### config.mk
export PLATFORM = sky130hd
export DESIGN_NAME = aes_dec_sequencer
export DESIGN_NICKNAME = d
export VERILOG_FILES = /design/src/rtl/aes_dec_sequencer.sv
export SDC_FILE = /design/constraint.sdc
export NUM_CORES = 1
export LEC_CHECK = 0
export BUFFER_PORTS_ARGS = -buffer_cell sky130_fd_sc_hd__buf_2
export CAP_MARGIN = 0
export CORE_AREA = 2 2 121 123
export CTS_CLUSTER_DIAMETER = 120
export CTS_CLUSTER_SIZE = 25
export DETAILED_ROUTE_END_ITERATION = 10
export DIE_AREA = 0 0 123 125
export GPL_TIMING_DRIVEN = 0
export MAX_ROUTING_LAYER = met4
export PLACE_DENSITY = 0.71
export SYNTH_ARGS = -nofsm -noshare
export SYNTH_HDL_FRONTEND = slang
export SYNTH_SLANG_ARGS = --single-unit
export TNS_END_PERCENT = 10
### constraint.sdc
create_clock -name clk_i -period 1.6 [get_ports clk_i]
set_clock_uncertainty 0.1 [all_clocks]
set_input_delay 0.16 -clock clk_i [delete_from_list [all_inputs] [get_ports clk_i]]
set_output_delay 0.16 -clock clk_i [all_outputs]
set_load 0.03 [all_outputs]
### src/rtl/aes_dec_sequencer.sv
// Block sequencer for the AES-128 decryption core: fetches ciphertext, issues it, waits for the core.
// Optional core watchdog enabled by defining SEQ_TIMEOUT_EN.
`ifndef ADDR_WIDTH
`define ADDR_WIDTH 4
`endif
`ifndef TEXT_WIDTH
`define TEXT_WIDTH 128
`endif

module aes_dec_sequencer #(
    parameter int ADDR_WIDTH     = `ADDR_WIDTH,
    parameter int TEXT_WIDTH     = `TEXT_WIDTH,
    parameter int TIMEOUT_CYCLES = 64
) (
    input  logic                  clk_i,
    input  logic                  rst_ni,
    input  logic                  start_i,
    input  logic [ADDR_WIDTH:0]   block_count_i,
    output logic                  cipher_rd_o,
    output logic [ADDR_WIDTH-1:0] cipher_addr_o,
    input  logic [TEXT_WIDTH-1:0] cipher_data_i,
    output logic                  core_valid_o,
    input  logic                  core_ready_i,
    output logic [TEXT_WIDTH-1:0] ciphertext_o,
    input  logic                  core_done_i,
    output logic [ADDR_WIDTH-1:0] pc_o,
    output logic                  busy_o,
    output logic                  done_o,
    output logic                  error_o
);

    // state       | meaning
    // S_IDLE      | waiting for start_i
    // S_FETCH     | ciphertext read strobe for address pc
    // S_WAIT_RD   | read data returns, captured into ciphertext_o
    // S_ISSUE     | block offered to the core until ready
    // S_WAIT_CORE | waiting for the core finish pulse
    // S_NEXT      | last-block test / address advance
    // S_DONE      | one-cycle completion pulse
    typedef enum logic [2:0] {
        S_IDLE, S_FETCH, S_WAIT_RD, S_ISSUE, S_WAIT_CORE, S_NEXT, S_DONE
    } state_t;

    localparam logic [ADDR_WIDTH:0]   CNT_ONE = (ADDR_WIDTH+1)'(1);
    localparam logic [ADDR_WIDTH-1:0] PC_ONE  = ADDR_WIDTH'(1);

    if (TIMEOUT_CYCLES < 1) begin : g_bad_timeout
        $error("TIMEOUT_CYCLES must be at least 1");
    end

    state_t                  r_state;
    logic [ADDR_WIDTH:0]     r_count;
    logic [ADDR_WIDTH-1:0]   r_pc;
    logic [TEXT_WIDTH-1:0]   r_ct;
    logic                    r_rd;
    logic                    r_valid;
    logic                    r_busy;
    logic                    r_done;
    logic                    w_last;

    // count is one bit wider than pc so that a full 2^ADDR_WIDTH run still terminates
    assign w_last = ({1'b0, r_pc} == (r_count - CNT_ONE));

`ifdef SEQ_TIMEOUT_EN
    localparam int               TMR_W    = (TIMEOUT_CYCLES > 1) ? $clog2(TIMEOUT_CYCLES) : 1;
    localparam logic [TMR_W-1:0] TMR_LOAD = TMR_W'(TIMEOUT_CYCLES - 1);
    localparam logic [TMR_W-1:0] TMR_ONE  = TMR_W'(1);
    logic [TMR_W-1:0] r_tmr;
    logic             r_err;
    assign error_o = r_err;
`else
    assign error_o = 1'b0;
`endif

    always_ff @(posedge clk_i or negedge rst_ni) begin
        if (!rst_ni) begin
            r_state <= S_IDLE;
            r_count <= '0;
            r_pc    <= '0;
            r_ct    <= '0;
            r_rd    <= 1'b0;
            r_valid <= 1'b0;
            r_busy  <= 1'b0;
            r_done  <= 1'b0;
`ifdef SEQ_TIMEOUT_EN
            r_tmr   <= '0;
            r_err   <= 1'b0;
`endif
        end else begin
            r_rd    <= 1'b0;
            r_valid <= 1'b0;
            r_done  <= 1'b0;
            case (r_state)
                S_IDLE: begin
                    if (start_i) begin
                        r_count <= block_count_i;
                        r_pc    <= '0;
                        r_busy  <= 1'b1;
`ifdef SEQ_TIMEOUT_EN
                        r_err   <= 1'b0;
`endif
                        if (block_count_i == '0) begin
                            r_state <= S_DONE;
                            r_done  <= 1'b1;
                        end else begin
                            r_state <= S_FETCH;
                            r_rd    <= 1'b1;
                        end
                    end
                end
                S_FETCH: begin
                    r_state <= S_WAIT_RD;
                end
                S_WAIT_RD: begin
                    r_ct    <= cipher_data_i;
                    r_state <= S_ISSUE;
                    r_valid <= 1'b1;
                end
                S_ISSUE: begin
                    if (core_ready_i) begin
                        r_state <= S_WAIT_CORE;
`ifdef SEQ_TIMEOUT_EN
                        r_tmr   <= TMR_LOAD;
`endif
                    end else begin
                        r_valid <= 1'b1;
                    end
                end
                S_WAIT_CORE: begin
                    if (core_done_i) begin
                        r_state <= S_NEXT;
                    end
`ifdef SEQ_TIMEOUT_EN
                    else if (r_tmr == '0) begin
                        r_err   <= 1'b1;
                        r_busy  <= 1'b0;
                        r_state <= S_IDLE;
                    end else begin
                        r_tmr <= r_tmr - TMR_ONE;
                    end
`endif
                end
                S_NEXT: begin
                    if (w_last) begin
                        r_state <= S_DONE;
                        r_done  <= 1'b1;
                    end else begin
                        r_pc    <= r_pc + PC_ONE;
                        r_state <= S_FETCH;
                        r_rd    <= 1'b1;
                    end
                end
                S_DONE: begin
                    r_state <= S_IDLE;
                    r_busy  <= 1'b0;
                end
                default: begin
                    r_state <= S_IDLE;
                    r_busy  <= 1'b0;
                end
            endcase
        end
    end

    assign cipher_rd_o   = r_rd;
    assign cipher_addr_o = r_pc;
    assign core_valid_o  = r_valid;
    assign ciphertext_o  = r_ct;
    assign pc_o          = r_pc;
    assign busy_o        = r_busy;
    assign done_o        = r_done;

endmodule

# Word level (Yosys, flattened, before mapping)
# Index checks and enable logic that the tools add are counted.
[classes] add_sub_neg=2 n_eq_ne=10 reduce_logical=8 muxes=21 bitwise_logic=1
[op_table] cell="3-bit case mux with 6 select lines" n=1
[op_table] cell="3-bit 2-to-1 mux" n=5
[op_table] cell="1-bit 2-to-1 mux" n=8
[op_table] cell="4-bit 2-to-1 mux" n=2
[op_table] cell="2-bit inequality test (second input constant)" n=4
[op_table] cell="1-bit case mux with 2 select lines" n=4
[op_table] cell="4-bit case mux with 2 select lines" n=1
[op_table] cell="3-bit by 2-bit equality test with 1-bit output (second input constant)" n=2
[op_table] cell="3-bit equality test (second input constant)" n=2
[op_table] cell="3-bit AND reduction" n=2
[op_table] cell="4-bit by 5-bit equality test with 1-bit output" n=1
[op_table] cell="5-bit zero test" n=1
[op_table] cell="5-bit OR reduction" n=1
[op_table] cell="5-bit by 1-bit subtractor with 5-bit output (second input constant)" n=1
[op_table] cell="4-bit by 1-bit adder with 4-bit output (second input constant)" n=1
[op_table] cell="2-bit AND reduction" n=2
[op_table] cell="3-bit by 1-bit equality test with 1-bit output (second input constant)" n=1
[op_table] cell="3-bit zero test" n=1
[op_table] cell="2-bit nonzero test" n=1
[op_table] cell="1-bit inverter" n=1
[totals] input_bits=138 output_inout_bits=141 reg_bits=144 elab_cells=50

# Logic depth before layout (Yosys ltp)
[logic_depth] ltp_word=4 ltp_mapped=7

# Worst setup path before layout
# No wires, ideal clock.
[synth_path] path_kind="reg-to-reg" from="register r_count[0]" to="register r_pc[0], in the netlist cipher_addr_o[0]" synth_period_minus_slack_ns=1.772 arrival_time_ns=1.589 path_stages_with_launch=8 path_buffers=0 setup_slack_ns=-0.172 setup_ns=0.083 required_ns=1.417 path_cell_list="dfrtp_1 -> inv_1 -> ha_1 -> nand3b_1 -> a21oi_1 -> o311a_4 -> nor3_4 -> mux2i_1"
[synth_between] elab_chain_len=4
[synth_rtl] item="start, declared" line="52" rtl="logic [ADDR_WIDTH:0] r_count;"
[synth_rtl] item="start signal, assigned" line="96" rtl="r_count <= block_count_i;"
[synth_rtl] item="5-bit by 1-bit subtractor with 5-bit output" line="62" rtl="assign w_last = ({1'b0, r_pc} == (r_count - CNT_ONE));"
[synth_rtl] item="4-bit by 5-bit equality test with 1-bit output" line="62"
[synth_rtl] item="2-bit inequality test (no source line)"
[synth_rtl] item="3-bit AND reduction (no source line)"
[synth_rtl] item="end signal, assigned" line="148" rtl="r_pc <= r_pc + PC_ONE;"
[synth_rtl] item="end, declared" line="53" rtl="logic [ADDR_WIDTH-1:0] r_pc;"
# Every way passes these cells.
# A chain may end at the register's enable or synchronous reset.

# Worst setup path after layout
[layout_path] from="register r_count[1]" to="register r_pc[0], in the netlist cipher_addr_o[0]"
# The elaborated chain is that of the path after synthesis.

==> summary.txt <==
STA
  • Unrepaired setup endpoints after global routing: true
  • Final Hold Vio Count: 0
  • Final Slew Violations: 0
  • Worst Max-Slew Pin Slew: 0.6412 ns
  • Minimum clock period: 1.809 ns
  • Tcrit/Tclk final: 113.1%
  • Setup ws final: -0.2093 ns
  • Post-route setup TNS: -1.493 ns
  • Fmax: 552.7 MHz
  • Slew HR: 57.25%
  • Final number of setup-violating endpoints: 43
  • Hold Worst Slack: 0.03927 ns

Worst hold path
  • Tightest Hold Check Type: in2reg
  • HP Start: block_count_i[3]
  • Hold depth: 3
  • Hold endpoint: done_o

Run status
  • Status: finished, violations left
  • Failing checks: negative setup slack

CTS
  • TritonCTS buffer count: 17
  • H-tree depth: 4
  • Worst-Skew Late Latency: 0.41 ns
  • Root buffer cell: clkbuf_16
  • Clock sink count: 144
  • Longest Clk Path Bufs: 2
  • Clk pin slew, worst setup/hold paths: 0.06 ns
  • CTS tree: yes

Critical path
  • Startpoint types: flop
  • Critical Path Fanout Max: 4
  • R2R Path Start: r_count[1]
  • Reg-to-Reg End: cipher_addr_o[0]
  • Crit Path Category: reg2reg
  • Worst EP required: 1.83 ns
  • Arr. time, crit path: 2.04 ns
  • Reg2reg setup slack: -0.21 ns
  • R2r worst-path depth: 7
  • Critical Path Source: r_count[1]
  • Crit path capture type: flop

Die
  • Initial Util: 39.75%
  • Ports: 279
  • Die area: 15380 um2
  • Chip height: 125 um
  • Row count: 44
  • Core area: 14200 um2
  • Die width: 123 um

Layout
  • Ratio of cells with drive above 1 in the final layout: 59.81%
  • Final Net Count: 948
  • Most frequent cells in the layout: 276 x buf_2, 141 x dfrtp_1, 137 x dlygate4sd3_1
  • Fillers: 944
  • Commonest non-fill, non-tap cell in the layout: buf_2
  • Area grow syn2layout: 73.51%
  • # diodes: 0

Global route
  • Total track usage: 22.66%
  • GRT overflow: 0
  • Initial antenna violation count: 0
  • Vias in the first global route: 5309
  • First-pass GRT wire length: 26.17 mm
  • Largest net degree at the start of global routing: 78

Logic synthesis
  • Asr flop ratio synth: 100.0%
  • Cells after Synth: 365
  • Post-Syn Area per Cell: 15.47 um2
  • Netlist cell types: 30
  • Cell area after synthesis: 5645 um2
  • Number of synthesized flops with an enable pin: 0
  • Sequential element share of the synthesized area: 63.83%
  • Ys flop type: dfrtp_1
  • Ys Warns: 0
  • Syn_nets: 505
  • Synthesized flop and latch total: 144

Power
  • Maximum VDD drop: 1.511 mV
  • Static leakage: 4.746 nW
  • P per Cell Area: 2240 nW/um2
  • Tot Pwr: 0.02195 W

Route
  • Routed WL: 16.60 mm
  • Vias: 4736
  • Residual DRC: 0
  • Routed len/inst: 16.52 um
  • Starting DRC count in detailed routing: 100
  • DRT antenna net count: 0
  • Drt via density: 4.712
  • Pre-antenna DRT Iters: 4

Place
  • RePlAce Congestion: 0.8133
  • Hpwl dp: 10.14 mm
  • PortBufs: 277

Flow run
  • Maxcap violations: 0
cells in the mapped netlist (2+ instances only):
cell,number,share of area [%]
xnor2_1,3,0.47
xor2_1,2,0.31
mux2_2,133,27
buf_4,5,0.66
nor2_1,8,0.53
mux2i_1,4,0.71
nand2_1,12,0.80
dfrtp_1,144,64
a31oi_1,2,0.22
a21oi_1,4,0.35
nor3_1,3,0.27
nand3b_1,3,0.40
inv_1,3,0.20
ha_1,2,0.44
o21ai_0,5,0.44
buf_2,17,1.5
o31ai_1,2,0.27
flip-flops by register name, summed over array words and instances, names as in the netlist:
name / count
r_state: 3
cipher_rd_o: 1
core_valid_o: 1
ciphertext_o: 128
cipher_addr_o: 4
done_o: 1
busy_o: 1
r_count: 5
through the flow:
stage / area, um2 / setup slack (ns) / cells / util [%]
6_report: 9796 / -0.2093 / 1005 / 68.97
5_1_grt: 9796 / -0.2811 / 1005 / 68.97
3_3_place_gp: 7268 / -1.639 / 826 / 51.17
3_5_place_dp: 7302 / -0.3296 / 827 / 51.41
4_1_cts: 9699 / -0.2622 / 1005 / 68.29
2_1_floorplan: 5652 / -0.1590 / 365 / -
metal layers:
layer  global-route usage, %  wire (um)  share of wire (%)  vias up
li1                        -          -                  -     2170
met1                   24.05       6278                 38     2335
met2                   40.20       8905                 54      190
met3                   4.836        906                5.5       41
met4                   9.626        514                3.1        0
met5                       -          0                  0        -
repair_timing:
action                                  4_1_cts  5_1_grt
hold buffers                                137        0
gates cloned                                  3        0
gates resized for setup                      87       30
pin swaps                                     4        4
endpoints found under the hold margin       206        0
setup buffers                                 7        1
endpoints found under the setup margin      132      133
cell families (layout without fill, tap and decap cells):
kind of cell	Yosys count	count (layout)	share of synthesized area, %
mux	137	137	27.24
xor+xnor	5	5	0.7759
buf+inv	26	482	2.438
simple gates	33	33	3.103
flops	144	144	63.83
fa+ha+maj	2	2	0.4432
compound gates	17	17	2.105
other cells	1	1	0.06643
report_power, final:
part	switching (W)	internal [W]	leakage, nW
Sequential	0.00107	0.00550	1.70
Combinational	0.00638	0.00501	2.76
Clock	0.00145	0.00254	0.287
Total	0.00890	0.0130	4.75
layout make-up:
type | count | area, um2 | share of cell area, %
buffer | 22 | 244.0 | 2.491
clock buffer | 23 | 467.9 | 4.777
clock inverter | 9 | 132.6 | 1.354
inverter | 3 | 11.26 | 0.1150
multi-input combinational | 195 | 2183 | 22.29
sequential | 144 | 3607 | 36.82
tap | 184 | 230.2 | 2.350
timing repair buffer | 425 | 2919 | 29.80
worst max-delay path, cell delays in order, from the launching register on:
cell and delay [ns]:
dfrtp_1 0.39, inv_2 0.08, ha_4 0.16, nand3b_1 0.12, a21oi_2 0.06, o311a_4 0.38
nor3_4 0.22, mux2i_1 0.22
worst max path at each step:
| stage | to | slack [ns] | cells after the start |
|---|---|---|---|
| 2_1_floorplan | cipher_addr_o[0] | -0.16 | 7 |
| 3_3_place_gp | ciphertext_o[63] | -1.64 | 1 |
| 3_5_place_dp | cipher_addr_o[0] | -0.33 | 7 |
| 4_1_cts | cipher_addr_o[0] | -0.26 | 7 |
| 5_1_grt | cipher_addr_o[0] | -0.28 | 7 |
| 6_report | cipher_addr_o[0] | -0.21 | 7 |
Note: power is estimated with default switching activity, not from simulation.
